==> src/rtl/pipe_stage_reg.sv <==
// pipe_stage_reg
// Generic pipeline stage register placed between two pipeline stages
// (IF/ID, ID/EX, EX/MEM, MEM/WB and similar). Datapath fields travel on
// in_data and control fields on in_ctrl. Entries move with valid/ready
// handshakes, flush kills everything held, and the control field is forced to
// zero whenever no valid entry is presented, so a bubble can never assert
// RegWrite, MemWrite or similar. A saturating counter records how many cycles
// the stage was blocked by downstream.
//
// Parameters
//   DATA_W : datapath payload width
//   CTRL_W : control payload width (masked on bubbles)
//   SKID   : 1 = two-entry skid buffer with registered in_ready,
//            0 = single register with combinational in_ready
//   CNT_W  : width of stall_cycles
//
// Ports
//   clk          : clock, rising edge
//   rst          : asynchronous reset, active low
//   in_valid     : upstream presents an entry
//   in_ready     : stage accepts this cycle
//   in_data      : datapath payload in
//   in_ctrl      : control payload in
//   flush        : synchronous kill of all held entries
//   out_valid    : stage presents an entry
//   out_ready    : downstream accepts this cycle
//   out_data     : head entry datapath (not masked)
//   out_ctrl     : head entry control, zero when out_valid is low
//   stall_cycles : saturating count of cycles with out_valid && !out_ready
module pipe_stage_reg #(
  parameter int DATA_W = 69,
  parameter int CTRL_W = 2,
  parameter int SKID   = 1,
  parameter int CNT_W  = 16
) (
  input  logic              clk,
  input  logic              rst,
  input  logic              in_valid,
  output logic              in_ready,
  input  logic [DATA_W-1:0] in_data,
  input  logic [CTRL_W-1:0] in_ctrl,
  input  logic              flush,
  output logic              out_valid,
  input  logic              out_ready,
  output logic [DATA_W-1:0] out_data,
  output logic [CTRL_W-1:0] out_ctrl,
  output logic [CNT_W-1:0]  stall_cycles
);

  // Encoding is chosen so that bit 0 is "main register valid" and bit 1 is
  // "skid register valid". out_valid and in_ready are then plain flop bits.
  typedef enum logic [1:0] {
    EMPTY = 2'b00,
    BUSY  = 2'b01,
    FULL  = 2'b11
  } stage_state_e;

  logic              outValid;
  logic              inReady;
  logic [DATA_W-1:0] headData;
  logic [CTRL_W-1:0] headCtrl;
  logic              accept;
  logic              deliver;

  assign accept  = in_valid && inReady;
  assign deliver = outValid && out_ready;

  generate
    if (SKID != 0) begin : genSkid
      stage_state_e      state_q, state_d;
      logic [DATA_W-1:0] mainData_q, mainData_d;
      logic [CTRL_W-1:0] mainCtrl_q, mainCtrl_d;
      logic [DATA_W-1:0] skidData_q, skidData_d;
      logic [CTRL_W-1:0] skidCtrl_q, skidCtrl_d;

      // State and payload registers. Reset leaves both entries invalid and
      // the payload cleared.
      always_ff @(posedge clk or negedge rst) begin
        if (!rst) begin
          state_q    <= EMPTY;
          mainData_q <= '0;
          mainCtrl_q <= '0;
          skidData_q <= '0;
          skidCtrl_q <= '0;
        end else begin
          state_q    <= state_d;
          mainData_q <= mainData_d;
          mainCtrl_q <= mainCtrl_d;
          skidData_q <= skidData_d;
          skidCtrl_q <= skidCtrl_d;
        end
      end

      // Next-state logic. The skid register only catches an entry that
      // arrives while the head is stalled; when the head drains, the skid
      // entry moves forward so arrival order is kept. Flush wins over any
      // accept and leaves the payload untouched, so a discarded input never
      // reaches out_data.
      always_comb begin
        state_d    = state_q;
        mainData_d = mainData_q;
        mainCtrl_d = mainCtrl_q;
        skidData_d = skidData_q;
        skidCtrl_d = skidCtrl_q;
        if (flush) begin
          state_d = EMPTY;
        end else begin
          case (state_q)
            EMPTY: begin
              if (accept) begin
                state_d    = BUSY;
                mainData_d = in_data;
                mainCtrl_d = in_ctrl;
              end
            end
            BUSY: begin
              if (accept && deliver) begin
                mainData_d = in_data;
                mainCtrl_d = in_ctrl;
              end else if (accept) begin
                state_d    = FULL;
                skidData_d = in_data;
                skidCtrl_d = in_ctrl;
              end else if (deliver) begin
                state_d = EMPTY;
              end
            end
            FULL: begin
              if (deliver) begin
                state_d    = BUSY;
                mainData_d = skidData_q;
                mainCtrl_d = skidCtrl_q;
              end
            end
            default: begin
              state_d = EMPTY;
            end
          endcase
        end
      end

      // in_ready is the inverted skid-valid flop, so there is no
      // combinational path from out_ready.
      assign outValid = state_q[0];
      assign inReady  = ~state_q[1];
      assign headData = mainData_q;
      assign headCtrl = mainCtrl_q;
    end else begin : genNoSkid
      logic              valid_q, valid_d;
      logic [DATA_W-1:0] mainData_q, mainData_d;
      logic [CTRL_W-1:0] mainCtrl_q, mainCtrl_d;

      // Single register stage.
      always_ff @(posedge clk or negedge rst) begin
        if (!rst) begin
          valid_q    <= 1'b0;
          mainData_q <= '0;
          mainCtrl_q <= '0;
        end else begin
          valid_q    <= valid_d;
          mainData_q <= mainData_d;
          mainCtrl_q <= mainCtrl_d;
        end
      end

      // Whenever the stage can move, the valid bit follows in_valid; the
      // payload only loads on a real accept so out_data holds through
      // bubbles. Flush empties the stage without touching the payload.
      always_comb begin
        valid_d    = valid_q;
        mainData_d = mainData_q;
        mainCtrl_d = mainCtrl_q;
        if (flush) begin
          valid_d = 1'b0;
        end else if (inReady) begin
          valid_d = in_valid;
          if (accept) begin
            mainData_d = in_data;
            mainCtrl_d = in_ctrl;
          end
        end
      end

      // Ready whenever the head is leaving or there is no head at all.
      assign inReady  = out_ready || !valid_q;
      assign outValid = valid_q;
      assign headData = mainData_q;
      assign headCtrl = mainCtrl_q;
    end
  endgenerate

  logic [CNT_W-1:0] stallCnt_q, stallCnt_d;

  // Back-pressure counter: counts every cycle a valid head is refused and
  // sticks at all-ones. Flush does not clear it; only reset does.
  always_comb begin
    stallCnt_d = stallCnt_q;
    if (outValid && !out_ready && (stallCnt_q != {CNT_W{1'b1}})) begin
      stallCnt_d = stallCnt_q + CNT_W'(1);
    end
  end

  always_ff @(posedge clk or negedge rst) begin
    if (!rst) begin
      stallCnt_q <= '0;
    end else begin
      stallCnt_q <= stallCnt_d;
    end
  end

  assign in_ready     = inReady;
  assign out_valid    = outValid;
  assign out_data     = headData;
  assign out_ctrl     = headCtrl & {CTRL_W{outValid}};
  assign stall_cycles = stallCnt_q;

endmodule

==> config.mk <==
export PLATFORM = sky130hd
export DESIGN_NAME = pipe_stage_reg
export DESIGN_NICKNAME = d
export VERILOG_FILES = /design/src/rtl/pipe_stage_reg.sv
export SDC_FILE = /design/constraint.sdc
export NUM_CORES = 1
export LEC_CHECK = 0
export ABC_AREA = 1
export CORE_UTILIZATION = 30
export CTS_BUF_LIST = sky130_fd_sc_hd__clkbuf_2 sky130_fd_sc_hd__clkbuf_4 sky130_fd_sc_hd__clkbuf_8
export DETAILED_ROUTE_END_ITERATION = 10
export GPL_TIMING_DRIVEN = 0
export MAX_ROUTING_LAYER = met4
export PLACE_DENSITY = 0.5
export SETUP_SLACK_MARGIN = 0.5
export SLEW_MARGIN = 20
export SYNTH_ARGS = -nofsm -noshare
export SYNTH_HDL_FRONTEND = slang
export SYNTH_SLANG_ARGS = --single-unit
==> constraint.sdc <==
create_clock -name clk -period 2.9 [get_ports clk]
set_input_delay 0.58 -clock clk [delete_from_list [all_inputs] [get_ports clk]]
set_output_delay 0.58 -clock clk [all_outputs]
set_load 0.005 [all_outputs]
==> impl_metrics.tcl, run 1 <==
set metrics [dict create \
    status "finished, final reports clean" \
    hold_viol 0 \
    pre_cts_slack_ns 0.430 \
    crit_path_start_kind "flip-flop" \
    final.setup.worst_slack_ns 0.734 \
    synth.net_count 947 \
    power.internal_mw 5.81 \
    combPwrFrac 0.383 \
    die_height_um 158 \
    grt_overflow 0 \
    drtPass1Iterations 4 \
    critPathRequiredTime_ns 2.32 \
    cts.sinks 160 \
    clock_power_share 0.192 \
    die_area_mm2 0.0249 \
    slew_viol_final 0 \
    path_max_fanout 8 \
    setup_viol 0 \
    dieWidth_um 158 \
    wire_per_inst_um 14.4 \
    core-area_mm2 0.0237 \
    synth_area_leader_cell "dfrtp_1" \
    cp_data_arrival_time_ns 1.59 \
    io_buffers 164 \
    crit_chain "nand2_1 -> inv_1 -> clkdlybuf4s50_1" \
    cts_max_path_buffers 2 \
    vias 6122 \
    timing_worst_setup_path_type "reg2out" \
    endpoint_kind "output port" \
    slew_headroom 0.626 \
    min_period_ns 2.17 \
    worst_pin_slew_ns 0.561 \
    fin_skew_ns 0.0162 \
    dp_hpwl_um 13600 \
    grt_pass1_vias 6053 \
    crit_buf_inv 2 \
    layout_common_cells "279 x nand2_1, 163 x clkdlybuf4s50_1, 159 x dfrtp_1, 134 x o21ai_1, 88 x inv_1" \
    ys_ff_latch 160 \
    grt_pass1_wl_um 32000 \
    rsz0062_at_grt "no" \
    syn2layout_area_growth_pct 33.9 \
    cts_tree "yes" \
    via_per_inst 4.43 \
    synth_cells 866 \
    cap_violations 0 \
    clk_latency_ns 0.45 \
    drtAntennaViolNets 0 \
    clk_pin_slew_ns 0.09 \
    cp_slowest_cell "clkdlybuf4s50_1" \
    total_power_mw 8.81 \
    wl_met2_um 9030 \
    wl_met1_um 9680 \
    drt_iter0_drc 303 \
    power.density_mw_per_mm2 903 \
    ios 165 \
    seq_power_share 0.425 \
    finalHoldWorstSlack_ns 0.0596 \
    nNetsFinal 1131 \
    ys_seq_area_frac 0.549 \
    cts_buffers 17 \
    top_layer_used "met4" \
    ys_warn_count 0 \
    switching_share 0.341 \
    cts.htree.levels 4 \
    row_count 56 \
    antenna_found_initial 0 \
    gp_congestion 0.803 \
    synth_area_leaders "dfrtp_1 55%, nand2_1 14%, o21ai_1 9.2%" \
    drive_gt1_frac 0.0895 \
    synth.avg_cell_area_um2 8.42 \
    cp_top_family "buffers and inverters" \
    ir_worst_vdd_mv 0.332 \
    syn_area_mm2 0.00729 \
    cp_slowest_stage_delay_ns 0.52 \
    finalCritPeriodShare 0.747 \
    postCtsSetupBuffers 0 \
    synth.distinct_cells 26 \
    start_util 0.308 \
    antennaDiodeCount 0 \
    grt.total_usage 0.172 \
    drc 0 \
    hold_class "in2async" \
    switching_power_mw 3.01 \
    routed_wl_um 19800 \
    setup_tns_ns 0 \
    clockRootBuffer "clkbuf_8" \
    power_leakage_nw 4.24 \
    wl_met3_um 910 \
    synth_top_cell_area_share 0.549 \
    cts-hold-fix-buffers 0 \
    mostFrequentLayoutCell "nand2_1" \
    max_freq_ghz 0.462 \
    grt_max_degree 92 \
]
-- synthesized netlist by cell type (all sizes together) --
master	instances
ha	5
nand2	292
clkbuf	16
buf	31
nor2	22
clkinv	1
a21oi	2
nor3	1
xnor2	1
inv	92
nand3b	1
nand3	9
or2	1
nand4	4
xor2	5
dfrtp	160
o21ai	223
-- logic make-up after synthesis --
group	count (synthesis)	share of synthesized area
adders and majority gates	5	0.00858
xor gates and xnor gates	6	0.00720
buffers and inverters	140	0.0940
AOI/OAI and AO/OA	225	0.161
DFF	160	0.549
and+or+nand+nor	330	0.181
-- path summary, 6_finish.rpt --
kind	depth (start not counted)	from	slack (ns)	endpoint
worst max-delay path	3	genSkid.state_q[0]	0.73	out_ctrl[1]
worst max register to register	9	genSkid.state_q[0]	0.79	out_data[40]
worst min register to register	2	out_data[29]	0.49	out_data[29]
max in group asynchronous	2	rst	1.94	genSkid.state_q[0]
worst min-delay path	1	rst	0.06	genSkid.skidData_q[22]
min in group clk	2	out_data[29]	0.49	out_data[29]
-- layout make-up --
type,count,area [um2]
inverter,93,350
fill,2484,13900
clock inverter,11,133
timing repair buffer,165,1670
clock buffer,20,263
buffer,47,337
sequential,160,4010
tap,319,399
multi-input combinational,566,2610
-- power groups by stage --
stage	Sequential [mW]	Combinational [mW]	Clock (mW)
6_report	3.75	3.38	1.69
5_1_grt	3.87	3.82	1.87
2_1_floorplan	3.73	1.72	0
4_1_cts	3.75	3.45	1.77
3_3_place_gp	3.79	3.38	0
3_5_place_dp	3.79	3.42	0
-- state kept, by name, summed over array words and instances (netlist names) --
register	count
genSkid.skidCtrl_q	2
genSkid.state_q	2
stall_cycles	16
genSkid.mainCtrl_q	2
out_data	69
genSkid.skidData_q	69
-- worst register-to-register path, delay by kind of cell, from the launching register on --
family          cells  cell delay (ns)
buf+inv             4             0.87
flops               1             0.49
simple gates        3             0.32
fa+ha+maj           1             0.18
compound gates      1             0.12
-- per-layer routing --
metal  track usage  up-vias
met5             -        -
met1         0.235     2860
met2         0.255      131
met3        0.0413       13
li1              -     3118
met4        0.0435        0
-- per-stage QoR --
step,instance area (um2),util,cells
4_1_cts,9760,0.412,1381
2_1_floorplan,7290,-,866
3_3_place_gp,9340,0.394,1349
5_1_grt,9770,0.412,1381
3_5_place_dp,9370,0.396,1350
6_report,9770,0.412,1381
-- what timing repair did --
item                                    in CTS  in global routing
gates resized for setup                      0                  3
endpoints found under the setup margin       0                  6
endpoints found under the hold margin        0                  0
Power figures use the tool's default switching activity.
==> run 2: changes to the inputs <==
--- a/config.mk
+++ b/config.mk
@@ -11,7 +11,7 @@
 export DETAILED_ROUTE_END_ITERATION = 10
 export GPL_TIMING_DRIVEN = 0
 export MAX_ROUTING_LAYER = met4
-export PLACE_DENSITY = 0.5
+export PLACE_DENSITY = 0.52
 export SETUP_SLACK_MARGIN = 0.5
 export SLEW_MARGIN = 20
 export SYNTH_ARGS = -nofsm -noshare
==> constraint.sdc (replaced) <==
create_clock -name clk -period 1.95 [get_ports clk]
set_input_delay 0.39 -clock clk [delete_from_list [all_inputs] [get_ports clk]]
set_output_delay 0.39 -clock clk [all_outputs]
set_load 0.005 [all_outputs]
==> run 2 against run 1 <==
  * Clock skew up 0.00067 ns
  * First-iteration DRC count down 8.6%
  * Global-route usage up 0.84 points
  * Sequential share of layout area down 5.5 points
  * Flip-flop and latch count unchanged
  * Worst setup slack worse by 0.57 ns
  * Wire length up 12%
  * Clock power up 39%
  * Clock-buffer cell count down 3
  * Utilization up 6.4 points
  * Non-clock buffer count up 104
  * Largest power group is now combinational cells
  * Highest routed layer unchanged
==> impl_metrics.tcl, run 2 (synthesis results as in run 1) <==
set metrics [dict create \
    cp_slowest_cell "dfrtp_2" \
    switching_share 0.366 \
    dp_hpwl_um 13800 \
    nNetsFinal 1236 \
    cts_max_path_buffers 2 \
    cts_tree "yes" \
    dieWidth_um 158 \
    hold_viol 0 \
    antenna_found_initial 1 \
    worstSetupPathDepth 11 \
    clk_pin_slew_ns 0.10 \
    power_leakage_nw 5.52 \
    mostFrequentLayoutCell "nand2_1" \
    grt_max_degree 89 \
    core-area_mm2 0.0237 \
    die_area_mm2 0.0249 \
    placed_cell_area_mm2 0.00941 \
    crit_buf_inv 5 \
    power.density_mw_per_mm2 1320 \
    cp_data_arrival_time_ns 2.12 \
    max_freq_ghz 0.560 \
    critPathRequiredTime_ns 2.28 \
    grt_pass1_wl_um 33400 \
    drt_iter0_drc 277 \
    cp_top_family "buffers and inverters" \
    finalCritPeriodShare 0.917 \
    area.sequential_mm2 0.00401 \
    ios 165 \
    fin_cells 1488 \
    crit_path_start_kind "flip-flop" \
    final.setup.worst_slack_ns 0.163 \
    rsz0062_at_grt "yes" \
    finalHoldWorstSlack_ns 0.432 \
    crit_chain "ha_4 -> buf_8 -> buf_12 -> nand2_1 -> nand2_1 -> inv_2 -> nand2_8 -> buf_12 -> clkbuf_16 -> nand2_2 -> o21ai_1" \
    slew_viol_final 0 \
    drive_gt1_frac 0.337 \
    clockRootBuffer "clkbuf_8" \
    layout_common_cells "212 x nand2_1, 154 x dfrtp_1, 111 x o21ai_1, 86 x buf_4, 84 x inv_1" \
    path_max_fanout 7 \
    clock_power_share 0.158 \
    via_per_inst 4.45 \
    drtAntennaViolNets 0 \
    placedCellCount 1350 \
    syn2layout_area_growth_pct 54.8 \
    pre_cts_slack_ns -0.140 \
    worst_pin_slew_ns 0.460 \
    multiInputGateArea_mm2 0.00317 \
    reg2reg_depth 11 \
    seq_power_share 0.371 \
    grt_pass1_vias 6322 \
    io_buffers 164 \
    cts_buffers 17 \
    drc 0 \
    power.internal_mw 9.45 \
    fin_skew_ns 0.0169 \
    routed_wl_um 22300 \
    grt_overflow 0 \
    slew_headroom 0.694 \
    setup_viol 0 \
    grt.total_usage 0.180 \
    num-fill-cells 2351 \
    start_util 0.308 \
    vias 6624 \
    timing_worst_setup_path_type "reg2reg" \
    clk_latency_ns 0.46 \
    combPwrFrac 0.471 \
    min_period_ns 1.79 \
    switching_power_mw 5.45 \
    endpoint_kind "flip-flop" \
    wire_per_inst_um 15.0 \
    cts.sinks 160 \
    final_area_mm2 0.0113 \
    cap_violations 0 \
    status "finished, final reports clean" \
    cts.htree.levels 4 \
    row_count 56 \
    die_height_um 158 \
    gp_congestion 0.786 \
    drtPass1Iterations 5 \
    hold_class "in2async" \
    cp_slowest_stage_delay_ns 0.48 \
    ir_worst_vdd_mv 0.504 \
]
-- run 2: cell types whose count changed in the layout (fill, tap and decap cells not counted), moves of 27 or more --
cell	change
dlymetal6s2s_1	+31
o21ai_2	+27
clkdlybuf4s50_1	-89
buf_4	+84
nand2_2	+43
clkbuf_2	+52
nand2_1	-67
-- run 2: metal layers --
metal	vias to the layer above	global-route usage	part of all wire
li1	3340	-	-
met1	3144	0.234	0.47
met2	127	0.288	0.48
met3	13	0.0383	0.038
met4	0	0.0430	0.0093
met5	-	-	0
-- run 2: through the flow --
step           utilization  power, mW  setup TNS (ns)
2_1_floorplan            -       8.15               0
3_3_place_gp         0.396       10.7        -1058.66
3_5_place_dp         0.397       10.8          -14.53
4_1_cts              0.435       13.9               0
5_1_grt              0.477       16.0               0
6_report             0.477       14.9               0
-- run 2: worst paths after layout --
path,from,to,slack (ns)
max in group asynchronous,rst,genSkid.state_q[0],0.74
min in group clk,out_data[68],out_data[68],0.49
setup / recovery,genSkid.state_q[1],out_data[61],0.16
setup reg to reg,genSkid.state_q[1],out_data[61],0.16
hold reg to reg,out_data[68],out_data[68],0.49
hold / removal,rst,out_data[60],0.43
-- run 2: layout make-up --
class | count | area share
timing repair buffer | 269 | 0.222
clock inverter | 15 | 0.0112
antenna | 1 | 0.000222
buffer | 47 | 0.0428
sequential | 160 | 0.355
inverter | 93 | 0.0315
tap | 319 | 0.0354
clock buffer | 17 | 0.0207
multi-input combinational | 567 | 0.281
-- run 2: power groups by stage --
stage / Combinational [mW] / Sequential, mW / Clock (mW)
after floorplan: 2.59 / 5.56 / 0
after global placement: 5.07 / 5.63 / 0
after detailed placement: 5.14 / 5.63 / 0
after global routing: 7.77 / 5.67 / 2.57
final: 7.02 / 5.53 / 2.35
after CTS: 5.91 / 5.52 / 2.45
-- run 2: repair_timing --
item,in CTS,in global routing
gates cloned,4,7
pin swaps,5,24
hold endpoints to repair,72,0
gates resized for setup,137,285
buffers inserted,35,58
hold buffers,1,0
setup endpoints to repair,248,321
